File: src/rtl/reservoir_fill_arbiter.sv
// Shares one supply pump among N reservoirs: urgent-first round-robin grant
// with minimum fill time, fairness cap and a dead-time between valve switchovers.
module reservoir_fill_arbiter #(
    parameter int N      = 4,
    parameter int MIN_ON = 4,
    parameter int MAX_ON = 16,
    parameter int DEAD   = 2
) (
    input  logic                 clk,
    input  logic                 reset,
    input  logic                 enable,
    input  logic [3*N-1:0]       level,
    output logic [N-1:0]         grant,
    output logic                 valve_open,
    output logic [$clog2(N)-1:0] grant_id,
    output logic                 fill_done,
    output logic                 urgent_any
);

    localparam int IW = $clog2(N);
    localparam int CW = $clog2(MAX_ON + 1);
    localparam int DW = $clog2(DEAD + 1);

    localparam logic [CW-1:0] MIN_C  = CW'(MIN_ON);
    localparam logic [CW-1:0] MAX_C  = CW'(MAX_ON);
    localparam logic [DW-1:0] DEAD_C = DW'(DEAD);
    localparam logic [DW-1:0] DONE1  = DW'(1);
    localparam logic [IW-1:0] LAST   = IW'(N - 1);
    localparam logic [N-1:0]  ONE    = N'(1);

    typedef enum logic [1:0] {
        S_IDLE,
        S_FILL,
        S_DEAD
    } state_t;

    state_t        state;
    logic [CW-1:0] cnt;
    logic [DW-1:0] dcnt;
    logic [IW-1:0] rr_ptr;
    logic          urg_fill;

    logic [N-1:0]  req;
    logic [N-1:0]  urg;
    logic [N-1:0]  oth_req;
    logic [N-1:0]  oth_urg;
    logic          cur_full;
    logic          exit_fill;
    logic [IW-1:0] win;
    logic          win_urg;

    // Non-thermometer codes fall out as "requesting, not urgent".
    always_comb begin
        req = '0;
        urg = '0;
        for (int i = 0; i < N; i++) begin
            req[i] = level[3*i +: 3] != 3'b111;
            urg[i] = level[3*i +: 3] == 3'b000;
        end
    end

    always_comb begin
        oth_req  = req & ~grant;
        oth_urg  = urg & ~grant;
        cur_full = |(grant & ~req);
    end

    always_comb begin
        exit_fill = cur_full || !enable;
        if (cnt >= MIN_C && !urg_fill && |oth_urg)
            exit_fill = 1'b1;
        if (cnt >= MAX_C && |oth_req)
            exit_fill = 1'b1;
    end

    // Two-class round-robin search starting just after the last winner.
    always_comb begin
        logic [IW:0]   sum;
        logic [IW-1:0] idx;
        logic [IW-1:0] win_u;
        logic [IW-1:0] win_r;
        logic          found_u;
        logic          found_r;
        sum     = '0;
        idx     = '0;
        win_u   = rr_ptr;
        win_r   = rr_ptr;
        found_u = 1'b0;
        found_r = 1'b0;
        for (int k = 1; k <= N; k++) begin
            sum = {1'b0, rr_ptr} + (IW+1)'(k);
            if (sum >= (IW+1)'(N))
                sum = sum - (IW+1)'(N);
            idx = sum[IW-1:0];
            if (!found_u && urg[idx]) begin
                found_u = 1'b1;
                win_u   = idx;
            end
            if (!found_r && req[idx]) begin
                found_r = 1'b1;
                win_r   = idx;
            end
        end
        win     = found_u ? win_u : win_r;
        win_urg = found_u;
    end

    always_ff @(posedge clk) begin
        if (reset) begin
            state      <= S_IDLE;
            grant      <= '0;
            valve_open <= 1'b0;
            grant_id   <= '0;
            fill_done  <= 1'b0;
            urgent_any <= 1'b0;
            cnt        <= '0;
            dcnt       <= '0;
            rr_ptr     <= LAST;
            urg_fill   <= 1'b0;
        end else begin
            fill_done  <= 1'b0;
            urgent_any <= |urg;
            unique case (state)
                S_IDLE: begin
                    if (enable && |req) begin
                        state      <= S_FILL;
                        grant      <= ONE << win;
                        valve_open <= 1'b1;
                        grant_id   <= win;
                        rr_ptr     <= win;
                        cnt        <= CW'(1);
                        urg_fill   <= win_urg;
                    end
                end
                S_FILL: begin
                    if (exit_fill) begin
                        state      <= S_DEAD;
                        grant      <= '0;
                        valve_open <= 1'b0;
                        fill_done  <= cur_full;
                        dcnt       <= DONE1;
                    end else if (cnt != MAX_C) begin
                        cnt <= cnt + 1'b1;
                    end
                end
                S_DEAD: begin
                    if (dcnt >= DEAD_C)
                        state <= S_IDLE;
                    else
                        dcnt <= dcnt + 1'b1;
                end
                default: state <= S_IDLE;
            endcase
        end
    end

endmodule

File: config.mk
export PLATFORM = sky130hd
export DESIGN_NAME = reservoir_fill_arbiter
export DESIGN_NICKNAME = d
export VERILOG_FILES = /design/src/rtl/reservoir_fill_arbiter.sv
export SDC_FILE = /design/constraint.sdc
export NUM_CORES = 1
export LEC_CHECK = 0
export CAP_MARGIN = 10
export CORE_MARGIN = 5
export CORE_UTILIZATION = 44
export DETAILED_ROUTE_END_ITERATION = 8
export GPL_ROUTABILITY_DRIVEN = 1
export HOLD_SLACK_MARGIN = 0.08
export PLACE_DENSITY = 0.7
export SLEW_MARGIN = 10
export SYNTH_ARGS = -nofsm -noshare
export SYNTH_HDL_FRONTEND = slang
export SYNTH_SLANG_ARGS = --single-unit
export TNS_END_PERCENT = 30
File: constraint.sdc
create_clock -name clk -period 5.78 [get_ports clk]
set_clock_uncertainty 0.2 [all_clocks]
set_input_delay 1.156 -clock clk [delete_from_list [all_inputs] [get_ports clk]]
set_output_delay 1.156 -clock clk [all_outputs]
set_load 0.01 [all_outputs]
==> run_results.csv, run 1 <==
group,metric,value,unit
clock_network,cts.sinks,21,
worst_setup_path,crit_path_end_kind,"register",
layout,syn_to_final_growth,16.2,%
global_routing,grt.total_usage,16.4,%
layout,final_cells,211,
logic_synthesis,synth_adder_area_share,2.82,%
global_routing,grt_pass1_vias,1163,
timing,rsz0062_at_grt,"false",
drt,first_pass_iters,4,
logic_synthesis,synth_edf_count,0,
placed_design,io_buffers,23,
logic_synthesis,synthSimpleGateAreaFrac,31.4,%
logic_synthesis,synth_top_cell_area_share,31.5,%
run,max_cap_violations,0,
clock_network,clk_pin_slew_worst_paths,0.12,ns
layout,diodes,0,
layout,nets,197,
status,status,"finished clean",
timing,fin_tns_setup,0,ns
drt,vias,1281,
timing,finalHoldViolations,0,
power,p_leak,0.553,nW
global_routing,grt_max_degree,27,
timing,fmax,296,MHz
floorplan,die_w,65.0,um
worst_setup_path,r2r_cells,6,
power,cell_internal_pwr,0.228,mW
power,peakVddDrop,0.000148,V
placed_design,placedCellCount,207,
power,powerDensity,217,mW/mm2
floorplan,die_area,0.00423,mm2
worst_setup_path,r2r_end,"grant[2]$_SDFFE_PP0P_",
worst_setup_path,worstPathRequired,5.75,ns
worst_hold_path,hp-start,"grant_id[1]$_SDFFE_PP0P_",
drt,dr_wl_met3,177,um
worst_setup_path,ff2ff_setup_slack,3.50,ns
clock_network,htreeDepth,1,
worst_hold_path,hold_class,"register to register",
timing,setup_viol,0,
logic_synthesis,syn-cell-area,0.00133,mm2
clock_network,tritoncts,"built",
logic_synthesis,synth_xor_area_share,1.31,%
worst_setup_path,crit_type,"input port to register",
clock_network,postCtsSetupBuffers,0,
logic_synthesis,syn_nets,176,
worst_setup_path,timing.rr.start,"grant[3]$_SDFFE_PP0P_",
logic_synthesis,synth-compound-area-share,24.9,%
drt,routed_wl,3240,um
layout,drive_gt1_share,7.87,%
clock_network,cts_hold_buffers,0,
power,p_switching,0.108,mW
logic_synthesis,ys_seq_area_share,31.5,%
worst_setup_path,startpoint_type,"input port",
timing,drv_slew,0,
worst_hold_path,hold_depth,2,
logic_synthesis,yosysTopAreaCell,"dfxtp_1",
logic_synthesis,synth_commonest_cells,"dfxtp_1 (21), nor2_1 (13), nand3_1 (11)",
floorplan,io_pins,24,
drt,routedWlPerCell,15.3,um
layout,nFillCells,273,
power,pwr-share-seq,50.1,%
floorplan,die_h,65.0,um
floorplan,coreArea,0.00298,mm2
logic_synthesis,ys_async_sr_fraction,0,%
global_routing,grt_pass1_wl,5480,um
logic_synthesis,synthFlopType,"dfxtp_1",
drt,final_antenna_net_count,0,
logic_synthesis,yosys-top-cells-area,"dfxtp_1 (32%), nand3_1 (4.1%), a21oi_1 (3.8%), nor3_1 (3.8%), nor2_1 (3.7%)",
drt,drt_iter0_markers,70,
logic_synthesis,synth-seq-cells,21,
clock_network,clock-root-buffer,"clkbuf_4",
clock_network,ctsResizeCount,0,
timing,worstMarginPinSlew,0.881,ns
clock_network,cts-buffers-inserted,3,
drt,top_layer,"met4",
layout,multi_input_area,805,um2
timing,fin_crit,3.37,ns
clock_network,clock_path_buffers,2,
timing,post-route-period-util,58.4,%
layout,seqCellArea,420,um2
drt,drt-met1-wl,1500,um
floorplan,std_cell_rows,20,
logic_synthesis,synthMuxAreaShare,0,%
logic_synthesis,syn_inst,158,
power,clock_power_share,20.7,%
power,swShare,32.1,%
logic_synthesis,synth_top_family_by_area,"simple AND/OR/NAND/NOR gates",
global_routing,antenna_found_initial,0,
worst_hold_path,holdPathEnd,"grant_id[1]$_SDFFE_PP0P_",
placed_design,hpwl,2500,um
worst_setup_path,crit_fanout,7,
logic_synthesis,synthesis.yosys.warnings,0,
floorplan,start_util,44.7,%
logic_synthesis,ys_types,48,
timing,relSlewSlack,40.3,%
worst_setup_path,cp.arrival,3.34,ns
layout,post-route-util,52.0,%
drt,viasPerCell,6.07,
global_routing,gr-total-overflow,0,
drt,drc,0,
placed_design,routabilityCongestion,0.901,
logic_synthesis,post-synth-top-count-cell,"dfxtp_1",
power,comb_power_share,29.2,%
clock_network,clkLatencyLatePin,0.30,ns
logic_synthesis,avgSynthCellArea,8.43,um2
drt,route.met2.wl,1530,um
layout make-up:
type / instances / area share (%)
inverters: 7 / 1.70
repair buffers: 23 / 14.9
well taps: 33 / 2.67
clock buffers: 4 / 1.70
multi-input cells: 123 / 51.9
flip-flops and latches: 21 / 27.1
worst max path at each step:
stage | from | to | slack [ns] | cells after the start
4_1_cts | level[10] | grant[3]$_SDFFE_PP0P_ | 2.44 | 7
3_3_place_gp | level[10] | grant[3]$_SDFFE_PP0P_ | 2.18 | 7
2_1_floorplan | level[10] | grant[1]$_SDFFE_PP0P_ | 2.90 | 7
6_report | level[10] | grant[1]$_SDFFE_PP0P_ | 2.41 | 7
3_5_place_dp | level[10] | grant[3]$_SDFFE_PP0P_ | 2.13 | 7
5_1_grt | level[1] | grant[2]$_SDFFE_PP0P_ | 2.22 | 6
registers in the layout (all words and copies together), names as in the netlist:
signal / count
urgent_any: 1
urg_fill: 1
fill_done: 1
state: 2
grant_id: 2
cnt: 5
dcnt: 2
rr_ptr: 2
grant: 4
valve_open: 1
placed cells by master (no fill, tap or decap), types with 7 or more instances in the layout:
master            n
a21oi_1          10
nand3_1          11
nor2_1           13
a31oi_1           7
dfxtp_1          21
clkdlybuf4s50_1  23
nand4_1           7
nor3_1           10
inv_1             7
nand2_1           9
layer usage:
layer  track usage, %  vias up
li1                 -      645
met1             22.4      589
met2             25.8       45
met3             3.29        2
met4             5.18        0
met5                0        -
power groups by stage:
stage,clock [mW],sequential [mW],combinational [mW]
3_3_place_gp,0,0.171,0.0944
5_1_grt,0.0788,0.170,0.108
6_report,0.0696,0.168,0.0981
2_1_floorplan,0,0.168,0.0686
3_5_place_dp,0,0.171,0.0972
4_1_cts,0.0720,0.168,0.0976
worst max-delay path, cell delays in order:
cell	delay, ns
clkdlybuf4s50_1	0.48
or3_1	0.51
o21ai_2	0.17
nand3_2	0.11
and3_4	0.21
a211oi_1	0.54
o32ai_1	0.17
cells by family (layout without fill, tap and decap cells):
group / after synthesis / count (layout)
AO/OA/AOI/OAI: 43 / 43
buffers and inverters: 14 / 34
flip-flops: 21 / 21
AND/OR/NAND/NOR: 75 / 75
adder cells (fa/ha/maj): 3 / 3
XOR/XNOR: 2 / 2
through the flow:
stage          area [um2]  worst slack (ns)  total power, mW  hold WS (ns)
6_report             1550              2.41            0.336         0.295
4_1_cts              1550              2.44            0.337         0.291
2_1_floorplan        1330              2.90            0.237         0.263
3_3_place_gp         1520              2.18            0.266         0.261
3_5_place_dp         1520              2.13            0.268         0.273
5_1_grt              1550              2.22            0.357         0.307
(Power assumes the default switching activity.)
==> inputs of run 2 (changes only) <==
PLACE_DENSITY = 0.72   (was 0.7)
clock period = 2.9 ns   (was 5.78 ns; I/O delays follow)
==> run_results.csv, run 2 (synthesized netlist as in run 1, its figures left out) <==
group,metric,value,unit
floorplan,die_h,65.0,um
drt,vias,1358,
placed_design,hpwl,2670,um
timing,worstMarginPinSlew,0.450,ns
timing,fin_hold_ws,0.278,ns
layout,mostFrequentLayoutCells,"clkdlybuf4s50_1 (23), dfxtp_1 (21), nor2_1 (13)",
floorplan,die_w,65.0,um
layout,post-route-util,55.0,%
layout,syn_to_final_growth,23.0,%
timing,finalHoldViolations,0,
worst_hold_path,hold_class,"register to register",
global_routing,grt.total_usage,17.5,%
worst_setup_path,startpoint_type,"input port",
clock_network,tritoncts,"built",
drt,viasPerCell,6.12,
power,clock_power_share,21.0,%
drt,drc,0,
floorplan,std_cell_rows,20,
power,peakVddDrop,0.000254,V
layout,diodes,0,
worst_setup_path,crit_type,"input port to register",
placed_design,routabilityCongestion,0.940,
worst_setup_path,worstPathRequired,2.92,ns
clock_network,htreeDepth,1,
layout,reg_top3,"cnt x5, grant x4",
timing,fmax,371,MHz
worst_setup_path,crit_fanout,6,
worst_hold_path,holdPathEnd,"grant_id[1]$_SDFFE_PP0P_",
power,powerDensity,425,mW/mm2
timing,rsz0062_at_grt,"false",
power,swShare,32.7,%
worst_setup_path,path_common_cell,"and3_1",
clock_network,postCtsSetupBuffers,0,
floorplan,coreArea,0.00298,mm2
layout,largest_reg_flops,5,
worst_setup_path,crit_buf_inv,2,
status,status,"finished clean",
global_routing,antenna_found_initial,0,
power,p_switching,0.228,mW
timing,post-route-period-util,92.8,%
power,comb_power_share,30.8,%
worst_hold_path,hold_depth,2,
clock_network,clkLatencyLatePin,0.31,ns
clock_network,ctsResizeCount,0,
drt,routedWlPerCell,15.4,um
global_routing,grt_pass1_wl,5790,um
timing,fin_tns_setup,0,ns
timing,relSlewSlack,70.0,%
clock_network,clk_pin_slew_worst_paths,0.11,ns
layout,nets,208,
worst_hold_path,hp-start,"grant_id[1]$_SDFFE_PP0P_",
worst_setup_path,path_delay_family,"simple AND/OR/NAND/NOR gates",
layout,regMostFlops,"cnt",
power,p_leak,0.610,nW
clock_network,cts_hold_buffers,0,
timing,fin_crit,2.69,ns
clock_network,clock-root-buffer,"clkbuf_4",
worst_setup_path,cp.arrival,2.72,ns
run,max_cap_violations,0,
worst_setup_path,timing.rr.start,"grant[3]$_SDFFE_PP0P_",
worst_setup_path,cp_cell_sequence,"clkdlybuf4s50_1 -> and3_1 -> and3_1 -> o21ai_0 -> nor4b_2 -> a211oi_1 -> buf_4 -> o32ai_1",
layout,nFillCells,281,
power,pwr-share-seq,48.2,%
worst_setup_path,r2r_cells,6,
worst_setup_path,ff2ff_setup_slack,0.65,ns
drt,final_antenna_net_count,0,
clock_network,cts.sinks,21,
placed_design,io_buffers,23,
timing,drv_slew,0,
power,cell_internal_pwr,0.469,mW
drt,routed_wl,3420,um
worst_setup_path,critPathMaxStageDelay,0.48,ns
worst_setup_path,critPathSlowestCell,"clkdlybuf4s50_1",
layout,drive_gt1_share,14.3,%
floorplan,start_util,44.7,%
worst_setup_path,r2r_end,"grant[2]$_SDFFE_PP0P_",
clock_network,cts-buffers-inserted,3,
drt,first_pass_iters,4,
global_routing,grt_pass1_vias,1237,
drt,drt_iter0_markers,94,
timing,setup_viol,0,
worst_setup_path,crit_path_end_kind,"register",
layout,multi_input_area,811,um2
global_routing,grt_max_degree,19,
layout,final_common_cell,"clkdlybuf4s50_1",
global_routing,gr-total-overflow,0,
floorplan,io_pins,24,
clock_network,clock_path_buffers,2,
floorplan,die_area,0.00423,mm2
layout,seqCellArea,420,um2
-- run 2: cell types whose count changed in the layout (fill, tap and decap cells not counted) --
cell / before / now
buf_4: 0 / 11
clkbuf_1: 1 / 0
clkinv_2: 0 / 1
nor4b_1: 1 / 0
nor4b_2: 0 / 1
-- run 2: worst max-delay path by stage --
stage | from | to | cells past startpoint
2_1_floorplan | level[10] | grant[1]$_SDFFE_PP0P_ | 7
3_3_place_gp | level[2] | grant[1]$_SDFFE_PP0P_ | 8
3_5_place_dp | level[2] | grant[1]$_SDFFE_PP0P_ | 8
4_1_cts | level[2] | grant[1]$_SDFFE_PP0P_ | 8
5_1_grt | level[2] | grant[1]$_SDFFE_PP0P_ | 8
6_report | level[2] | grant[1]$_SDFFE_PP0P_ | 8
-- run 2: final cells by class --
cell class	instances	area share, %
inverters	7	1.60
flip-flops and latches	21	25.6
well taps	33	2.52
repair buffers	34	19.1
clock inverters	1	0.305
multi-input cells	123	49.5
clock buffers	3	1.37
-- run 2: power groups by stage --
stage / sequential, mW / combinational [mW] / clock [mW]
after detailed placement: 0.342 / 0.210 / 0
after global routing: 0.340 / 0.238 / 0.162
after CTS: 0.335 / 0.213 / 0.148
after global placement: 0.340 / 0.207 / 0
after floorplan: 0.335 / 0.137 / 0
final: 0.336 / 0.215 / 0.146
-- run 2: metal layers --
| layer | up-vias | track usage [%] | wire [um] |
|---|---|---|---|
| met5 | - | 0 | 0 |
| met4 | 0 | 6.22 | 45 |
| met3 | 5 | 2.25 | 229 |
| met2 | 46 | 27.5 | 1600 |
| met1 | 643 | 24.5 | 1550 |
| li1 | 664 | - | - |
-- run 2: through the flow --
step | instance area, um2 | power [mW] | std cells | setup WS, ns
6_report | 1640 | 0.696 | 222 | 0.208
5_1_grt | 1640 | 0.740 | 222 | 0.0264
4_1_cts | 1630 | 0.695 | 222 | 0.114
3_5_place_dp | 1610 | 0.552 | 218 | -0.213
3_3_place_gp | 1610 | 0.547 | 218 | -0.184
2_1_floorplan | 1330 | 0.471 | 158 | 0.591
-- run 2: worst register-to-register path, stage by stage (launching register included) --
cell and delay [ns]:
dfxtp_1 0.37, or4_2 0.68, o2111ai_1 0.19, a2111oi_4 0.17, or2_4 0.29, nand2_1 0.13, o32ai_1 0.10
==> inputs of run 3 (changes only) <==
CAP_MARGIN = 20   (was 10)
==> results of run 3 <==
No change in the layout: final DEF, timing and power equal those of run 2.
